[config.mk]
export PLATFORM = sky130hd
export DESIGN_NAME = cgra_top
export DESIGN_NICKNAME = d
export VERILOG_FILES = /design/src/rtl/cgra_top.sv
export SDC_FILE = /design/constraint.sdc
export NUM_CORES = 1
export LEC_CHECK = 0
export ABC_CLOCK_PERIOD_IN_PS = 8160
export BUFFER_PORTS_ARGS = -buffer_cell sky130_fd_sc_hd__buf_2
export CAP_MARGIN = 10
export CORE_UTILIZATION = 45
export DETAILED_ROUTE_END_ITERATION = 8
export PLACE_DENSITY = 0.72
export SLEW_MARGIN = 15
export SYNTH_ARGS = -nofsm -noshare
export SYNTH_HDL_FRONTEND = slang
export SYNTH_SLANG_ARGS = --single-unit
[constraint.sdc]
create_clock -name clk_in -period 8.16 [get_ports clk_in]
set_clock_uncertainty 0.1 [all_clocks]
set_input_delay 0.408 -clock clk_in [delete_from_list [all_inputs] [get_ports clk_in]]
set_output_delay 0.408 -clock clk_in [all_outputs]
set_load 0.05 [all_outputs]
[src/rtl/cgra_top.sv]
// cgra_top: single-tile CGRA with one configurable 16-bit PE that reads a selected
// I/O side, combines it with a constant register and drives the S0 output pads.
module cgra_top #(
   parameter logic [2:0]  DEF_OP    = 3'd0,
   parameter logic [15:0] DEF_CONST = 16'd2,
   parameter logic [1:0]  DEF_SIDE  = 2'd2
) (
   input  logic        clk_in,
   input  logic        reset_in,
   input  logic [31:0] config_addr_in,
   input  logic [31:0] config_data_in,
   input  logic pad_S0_T0_in, pad_S0_T1_in, pad_S0_T2_in, pad_S0_T3_in,
   input  logic pad_S0_T4_in, pad_S0_T5_in, pad_S0_T6_in, pad_S0_T7_in,
   input  logic pad_S0_T8_in, pad_S0_T9_in, pad_S0_T10_in, pad_S0_T11_in,
   input  logic pad_S0_T12_in, pad_S0_T13_in, pad_S0_T14_in, pad_S0_T15_in,
   input  logic pad_S1_T0_in, pad_S1_T1_in, pad_S1_T2_in, pad_S1_T3_in,
   input  logic pad_S1_T4_in, pad_S1_T5_in, pad_S1_T6_in, pad_S1_T7_in,
   input  logic pad_S1_T8_in, pad_S1_T9_in, pad_S1_T10_in, pad_S1_T11_in,
   input  logic pad_S1_T12_in, pad_S1_T13_in, pad_S1_T14_in, pad_S1_T15_in,
   input  logic pad_S2_T0_in, pad_S2_T1_in, pad_S2_T2_in, pad_S2_T3_in,
   input  logic pad_S2_T4_in, pad_S2_T5_in, pad_S2_T6_in, pad_S2_T7_in,
   input  logic pad_S2_T8_in, pad_S2_T9_in, pad_S2_T10_in, pad_S2_T11_in,
   input  logic pad_S2_T12_in, pad_S2_T13_in, pad_S2_T14_in, pad_S2_T15_in,
   input  logic pad_S3_T0_in, pad_S3_T1_in, pad_S3_T2_in, pad_S3_T3_in,
   input  logic pad_S3_T4_in, pad_S3_T5_in, pad_S3_T6_in, pad_S3_T7_in,
   input  logic pad_S3_T8_in, pad_S3_T9_in, pad_S3_T10_in, pad_S3_T11_in,
   input  logic pad_S3_T12_in, pad_S3_T13_in, pad_S3_T14_in, pad_S3_T15_in,
   output logic pad_S0_T0_out, pad_S0_T1_out, pad_S0_T2_out, pad_S0_T3_out,
   output logic pad_S0_T4_out, pad_S0_T5_out, pad_S0_T6_out, pad_S0_T7_out,
   output logic pad_S0_T8_out, pad_S0_T9_out, pad_S0_T10_out, pad_S0_T11_out,
   output logic pad_S0_T12_out, pad_S0_T13_out, pad_S0_T14_out, pad_S0_T15_out,
   input  logic        tdi,
   input  logic        tms,
   input  logic        tck,
   input  logic        trst_n,
   output logic        tdo
);
   logic [15:0] side0, side1, side2, side3, a, result, out_bus;
   // Declaration values give correct power-on state without a reset pulse.
   logic [2:0]  op      = DEF_OP;
   logic [15:0] cnst    = DEF_CONST;
   logic [1:0]  side    = DEF_SIDE;
   logic        bypass  = 1'b0;
   logic [15:0] out_reg = 16'd0;
   logic        wr, unused_jtag;
   assign side0 = {pad_S0_T0_in, pad_S0_T1_in, pad_S0_T2_in, pad_S0_T3_in, pad_S0_T4_in, pad_S0_T5_in, pad_S0_T6_in, pad_S0_T7_in,
                   pad_S0_T8_in, pad_S0_T9_in, pad_S0_T10_in, pad_S0_T11_in, pad_S0_T12_in, pad_S0_T13_in, pad_S0_T14_in, pad_S0_T15_in};
   assign side1 = {pad_S1_T0_in, pad_S1_T1_in, pad_S1_T2_in, pad_S1_T3_in, pad_S1_T4_in, pad_S1_T5_in, pad_S1_T6_in, pad_S1_T7_in,
                   pad_S1_T8_in, pad_S1_T9_in, pad_S1_T10_in, pad_S1_T11_in, pad_S1_T12_in, pad_S1_T13_in, pad_S1_T14_in, pad_S1_T15_in};
   assign side2 = {pad_S2_T0_in, pad_S2_T1_in, pad_S2_T2_in, pad_S2_T3_in, pad_S2_T4_in, pad_S2_T5_in, pad_S2_T6_in, pad_S2_T7_in,
                   pad_S2_T8_in, pad_S2_T9_in, pad_S2_T10_in, pad_S2_T11_in, pad_S2_T12_in, pad_S2_T13_in, pad_S2_T14_in, pad_S2_T15_in};
   assign side3 = {pad_S3_T0_in, pad_S3_T1_in, pad_S3_T2_in, pad_S3_T3_in, pad_S3_T4_in, pad_S3_T5_in, pad_S3_T6_in, pad_S3_T7_in,
                   pad_S3_T8_in, pad_S3_T9_in, pad_S3_T10_in, pad_S3_T11_in, pad_S3_T12_in, pad_S3_T13_in, pad_S3_T14_in, pad_S3_T15_in};
   assign wr = config_addr_in[31:8] == 24'd0;
   always_comb begin
      a = side == 2'd0 ? side0 : side == 2'd1 ? side1 : side == 2'd2 ? side2 : side3;
      case (op)
         3'd0:    result = a * cnst;
         3'd1:    result = a + cnst;
         3'd2:    result = a - cnst;
         3'd3:    result = a & cnst;
         3'd4:    result = a | cnst;
         3'd5:    result = a ^ cnst;
         3'd6:    result = a << cnst[3:0];
         default: result = a;
      endcase
   end
   always_ff @(posedge clk_in or posedge reset_in)
      if (reset_in) begin
         op      <= DEF_OP;
         cnst    <= DEF_CONST;
         side    <= DEF_SIDE;
         bypass  <= 1'b0;
         out_reg <= 16'd0;
      end else begin
         if (wr && config_addr_in[7:0] == 8'h01) op <= config_data_in[2:0];
         if (wr && config_addr_in[7:0] == 8'h02) cnst <= config_data_in[15:0];
         if (wr && config_addr_in[7:0] == 8'h03) side <= config_data_in[1:0];
         if (wr && config_addr_in[7:0] == 8'h04) bypass <= config_data_in[0];
         out_reg <= result;
      end
   assign out_bus = bypass ? result : out_reg;
   assign {pad_S0_T0_out, pad_S0_T1_out, pad_S0_T2_out, pad_S0_T3_out, pad_S0_T4_out, pad_S0_T5_out, pad_S0_T6_out, pad_S0_T7_out,
           pad_S0_T8_out, pad_S0_T9_out, pad_S0_T10_out, pad_S0_T11_out, pad_S0_T12_out, pad_S0_T13_out, pad_S0_T14_out, pad_S0_T15_out} = out_bus;
   assign tdo = 1'b0;
   assign unused_jtag = ^{tdi, tms, tck, trst_n, config_data_in[31:16]};
endmodule

==> summary.md <==
In the final layout, the share of cells above drive strength 1 is 20.6%. The clock network latency to the later pin of the worst-skew pair is 0.30 ns, and the arithmetic-cell share of the synthesized area counting full adders, half adders and majority gates is 32.9%. Timing would allow up to 0.128 GHz. The number of setup violations in the final report came out at 0. Measured against the total synthesized area, the mux share comes to 12.3%. The worst pin sits at a relative slew slack of 28.9%. The netlist uses 65 different library cells. For this design, the CTS-stage hold fixing added 0 buffers.

The prevailing post-synth register cell is sky130_fd_sc_hd__dfrtp_1. Counting every instance in the synthesized netlist gives 1033. For this block, the via count after detailed routing is 8090. The average wire per standard cell was 20.2 µm; the transition at the pin with the smallest max-transition slack was 1.06 ns.

Including well taps, the total number of placed cells is 1369. Maximum fanout along the worst path: 12. The total overflow left after global routing is 0. TritonCTS built the clock tree.

The run gives 27.9 mm as the aggregate routed wire length. The run gives 46.1% as the initial core utilization. Setup total negative slack on the finished layout was measured at 0 ns.

The simple-gate share of the synthesized area was 14.7%; the DRC marker count from the first detailed-route iteration was 758. Fraction of the mapped netlist area in compound gates: 12.9%. Entering global routing, the biggest net connects 50 pins. The Yosys step of the flow raised 0 warnings.

Of all flip-flops after synthesis, the portion carrying an async set or reset was 100%. The clock period could shrink to 7.81 ns. The tools report the post-synthesis instance area as 8650 µm². Setup repair after global routing left no endpoint under its margin. Sequential elements use 11.0% of the synthesized area. At the worst endpoint, the arrival time is 7.30 ns. For the number of max-slew violations in the final report, the log shows 0. The die covers 19800 µm².

The row count was 50. The number of buffers on the longest clock path came out at 2. The completed layout was analyzed and its total power is 551 µW. The number of cells upsized or downsized after cts was 0. Counting flops with a built-in enable in the synthesized netlist gives 0. Hold timing on the final database bottoms out at a slack of 0.124 ns.

For the core outline area, the log shows 18800 µm². The H-tree depth was 2. For the number of global-route vias before repair, the log shows 8126.

The final estimated routing congestion in global placement was 0.975; the post-synthesis share of cell area spent on xor and xnor gates was 6.32%. The run gives 0.00474 µW as the static power due to leakage. The number of primary I/O pins is 151, and the initial antenna violation count is 0. The flow ran to the end, and the final reports show no timing, DRC or antenna violations. In this run, CTS created clock tree buffers numbering 5. The path class of the tightest hold or removal check is in2async. Using the TritonRoute via totals, the vias-per-cell ratio works out to 5.87. The logs give 1379 for the count of non-filler cells in the finished layout and 43.8 mm for the global-route wire length before repair. Clock-pin slew was measured on the worst setup and hold paths at 0.06 ns. The first TritonRoute pass finished after 5 iterations.

Port buffering added 129 buffers. The clock sink total was 38. VDD sags by at most 0.0623 mV.

The most common library cell in the layout ignoring fill and taps was sky130_fd_sc_hd__inv_1. Detailed placer's ending HPWL: 21.8 mm. For this run, the post-layout net count is 1455.

From bottom edge to top edge, the die measures 141 µm. After detailed routing, the number of remaining DRC violations is 0. By area, the combinational part of the netlist is dominated by adder cells. The horizontal die dimension was 141 µm; the critical path data required time was 7.65 ns.

The ratio of total power to cell area was 56.7 nW/µm². STA classifies the critical path endpoint as an output pin. The tool flagged a number of max-cap violations equal to 0. For the number of routed nets with antenna violations, the log shows 0. The synthesized design contains 38 register bits. The number of nets in the synthesized netlist is 1346. The worst setup path is launched from a flop. Global routing consumed, over all layers together, 29.1% of the routing resources. The library cells used most frequently in the layout, excluding fill and tap cells, are 152 x sky130_fd_sc_hd__inv_1, 129 x sky130_fd_sc_hd__buf_2, 116 x sky130_fd_sc_hd__nand2_1. The tools report the number of failing hold endpoints at the final stage as 0. The number of setup buffers added after CTS is 0.

By startpoint and endpoint, the worst setup path is classified as reg2out. The tree is rooted in a sky130_fd_sc_hd__clkbuf_16. After layout, the worst path uses 95.7% of the clock period. The layout overhead on the synthesized area was 12.3%. The post-synthesis average cell area works out to 8.37 µm².
==> cells in the mapped netlist, types with 11 or more instances <==
master | n | area [µm²]
sky130_fd_sc_hd__a21o_1 | 11 | 82.6
sky130_fd_sc_hd__a21oi_1 | 43 | 215
sky130_fd_sc_hd__clkbuf_1 | 35 | 131
sky130_fd_sc_hd__dfrtp_1 | 36 | 901
sky130_fd_sc_hd__fa_1 | 81 | 1620
sky130_fd_sc_hd__ha_1 | 98 | 1230
sky130_fd_sc_hd__inv_1 | 152 | 571
sky130_fd_sc_hd__mux2_2 | 46 | 518
sky130_fd_sc_hd__mux2i_1 | 16 | 160
sky130_fd_sc_hd__mux4_2 | 17 | 383
sky130_fd_sc_hd__nand2_1 | 116 | 435
sky130_fd_sc_hd__nor2_1 | 100 | 375
sky130_fd_sc_hd__nor3_1 | 19 | 95.1
sky130_fd_sc_hd__o21a_1 | 14 | 105
sky130_fd_sc_hd__o21ai_0 | 39 | 195
sky130_fd_sc_hd__xnor2_1 | 48 | 420
==> critical path: stages (launching register included) <==
cell	delay (ns)
sky130_fd_sc_hd__dfrtp_1	0.57
sky130_fd_sc_hd__buf_4	0.25
sky130_fd_sc_hd__mux4_2	0.59
sky130_fd_sc_hd__buf_4	0.25
sky130_fd_sc_hd__inv_1	0.22
sky130_fd_sc_hd__nor2_1	0.09
sky130_fd_sc_hd__fa_1	0.48
sky130_fd_sc_hd__fa_1	0.50
sky130_fd_sc_hd__ha_1	0.20
sky130_fd_sc_hd__fa_1	0.47
sky130_fd_sc_hd__inv_1	0.06
sky130_fd_sc_hd__fa_1	0.49
sky130_fd_sc_hd__fa_1	0.50
sky130_fd_sc_hd__inv_1	0.05
sky130_fd_sc_hd__ha_1	0.35
sky130_fd_sc_hd__a21o_1	0.20
sky130_fd_sc_hd__a31oi_1	0.19
sky130_fd_sc_hd__mux2i_1	0.11
sky130_fd_sc_hd__nor3_1	0.52
sky130_fd_sc_hd__and3_1	0.25
sky130_fd_sc_hd__a32oi_1	0.13
sky130_fd_sc_hd__mux2_2	0.33
sky130_fd_sc_hd__buf_2	0.21
==> cell type report <==
cell class,instances,area [µm²]
Sequential cell,38,953
Inverter,159,597
Timing Repair Buffer,155,841
Tap cell,234,293
Multi-Input combinational cell,783,6850
Clock buffer,7,143
Fill cell,1778,9050
Antenna cell,2,5.00
Clock inverter,1,30.0
==> kinds of logic (layout without fill, tap and decap cells) <==
logic type	Yosys count	after routing
and+or+nand+nor	291	291
buffers and inverters	212	322
adders and majority gates	179	179
AOI/OAI and AO/OA	173	173
muxes	79	79
xor gates and xnor gates	60	60
DFF	38	38
other	1	3
==> routing by layer <==
layer | vias up | routed length (µm) | share of wire [%] | track usage (%)
met5 | - | 0 | 0 | 0
li1 | 3660 | - | - | -
met1 | 3875 | 11100 | 40 | 36.1
met4 | 0 | 1400 | 5.0 | 13.8
met3 | 102 | 2620 | 9.4 | 5.71
met2 | 453 | 12800 | 46 | 48.7
==> worst paths after layout <==
check                                startpoint                    end  slack, ns  cells past startpoint
min in group clk_in           config_data_in[3]    cnst[3]$_DFFE_PP0P_       0.24                      2
max                         side[0]$_DFFE_PP0P_          pad_S0_T5_out       0.35                     22
min                                    reset_in     bypass$_DFFE_PP0P_       0.12                      3
max reg2reg                 side[0]$_DFFE_PP0P_  out_reg[15]$_DFF_PP0_       1.28                     22
max in group asynchronous              reset_in    cnst[1]$_DFFE_PP1P_       7.47                      3
min reg2reg                cnst[15]$_DFFE_PP0P_   cnst[15]$_DFFE_PP0P_       0.57                      1
==> report_power, final <==
| part | switching (µW) | internal (µW) | total (µW) |
|---|---|---|---|
| Sequential | 0.00000880 | 188 | 188 |
| Clock | 84.9 | 153 | 238 |
| Combinational | 73.4 | 51.2 | 125 |
==> per-stage QoR <==
stage          cell area (µm²)  utilization, %  worst slack [ns]
2_1_floorplan             8650               -              1.05
3_3_place_gp              9530            50.8             0.623
3_5_place_dp              9530            50.8             0.540
4_1_cts                   9700            51.7             0.228
5_1_grt                   9710            51.7             0.127
6_report                  9720            51.8             0.351
No activity file was read; power rests on OpenSTA's default activity.
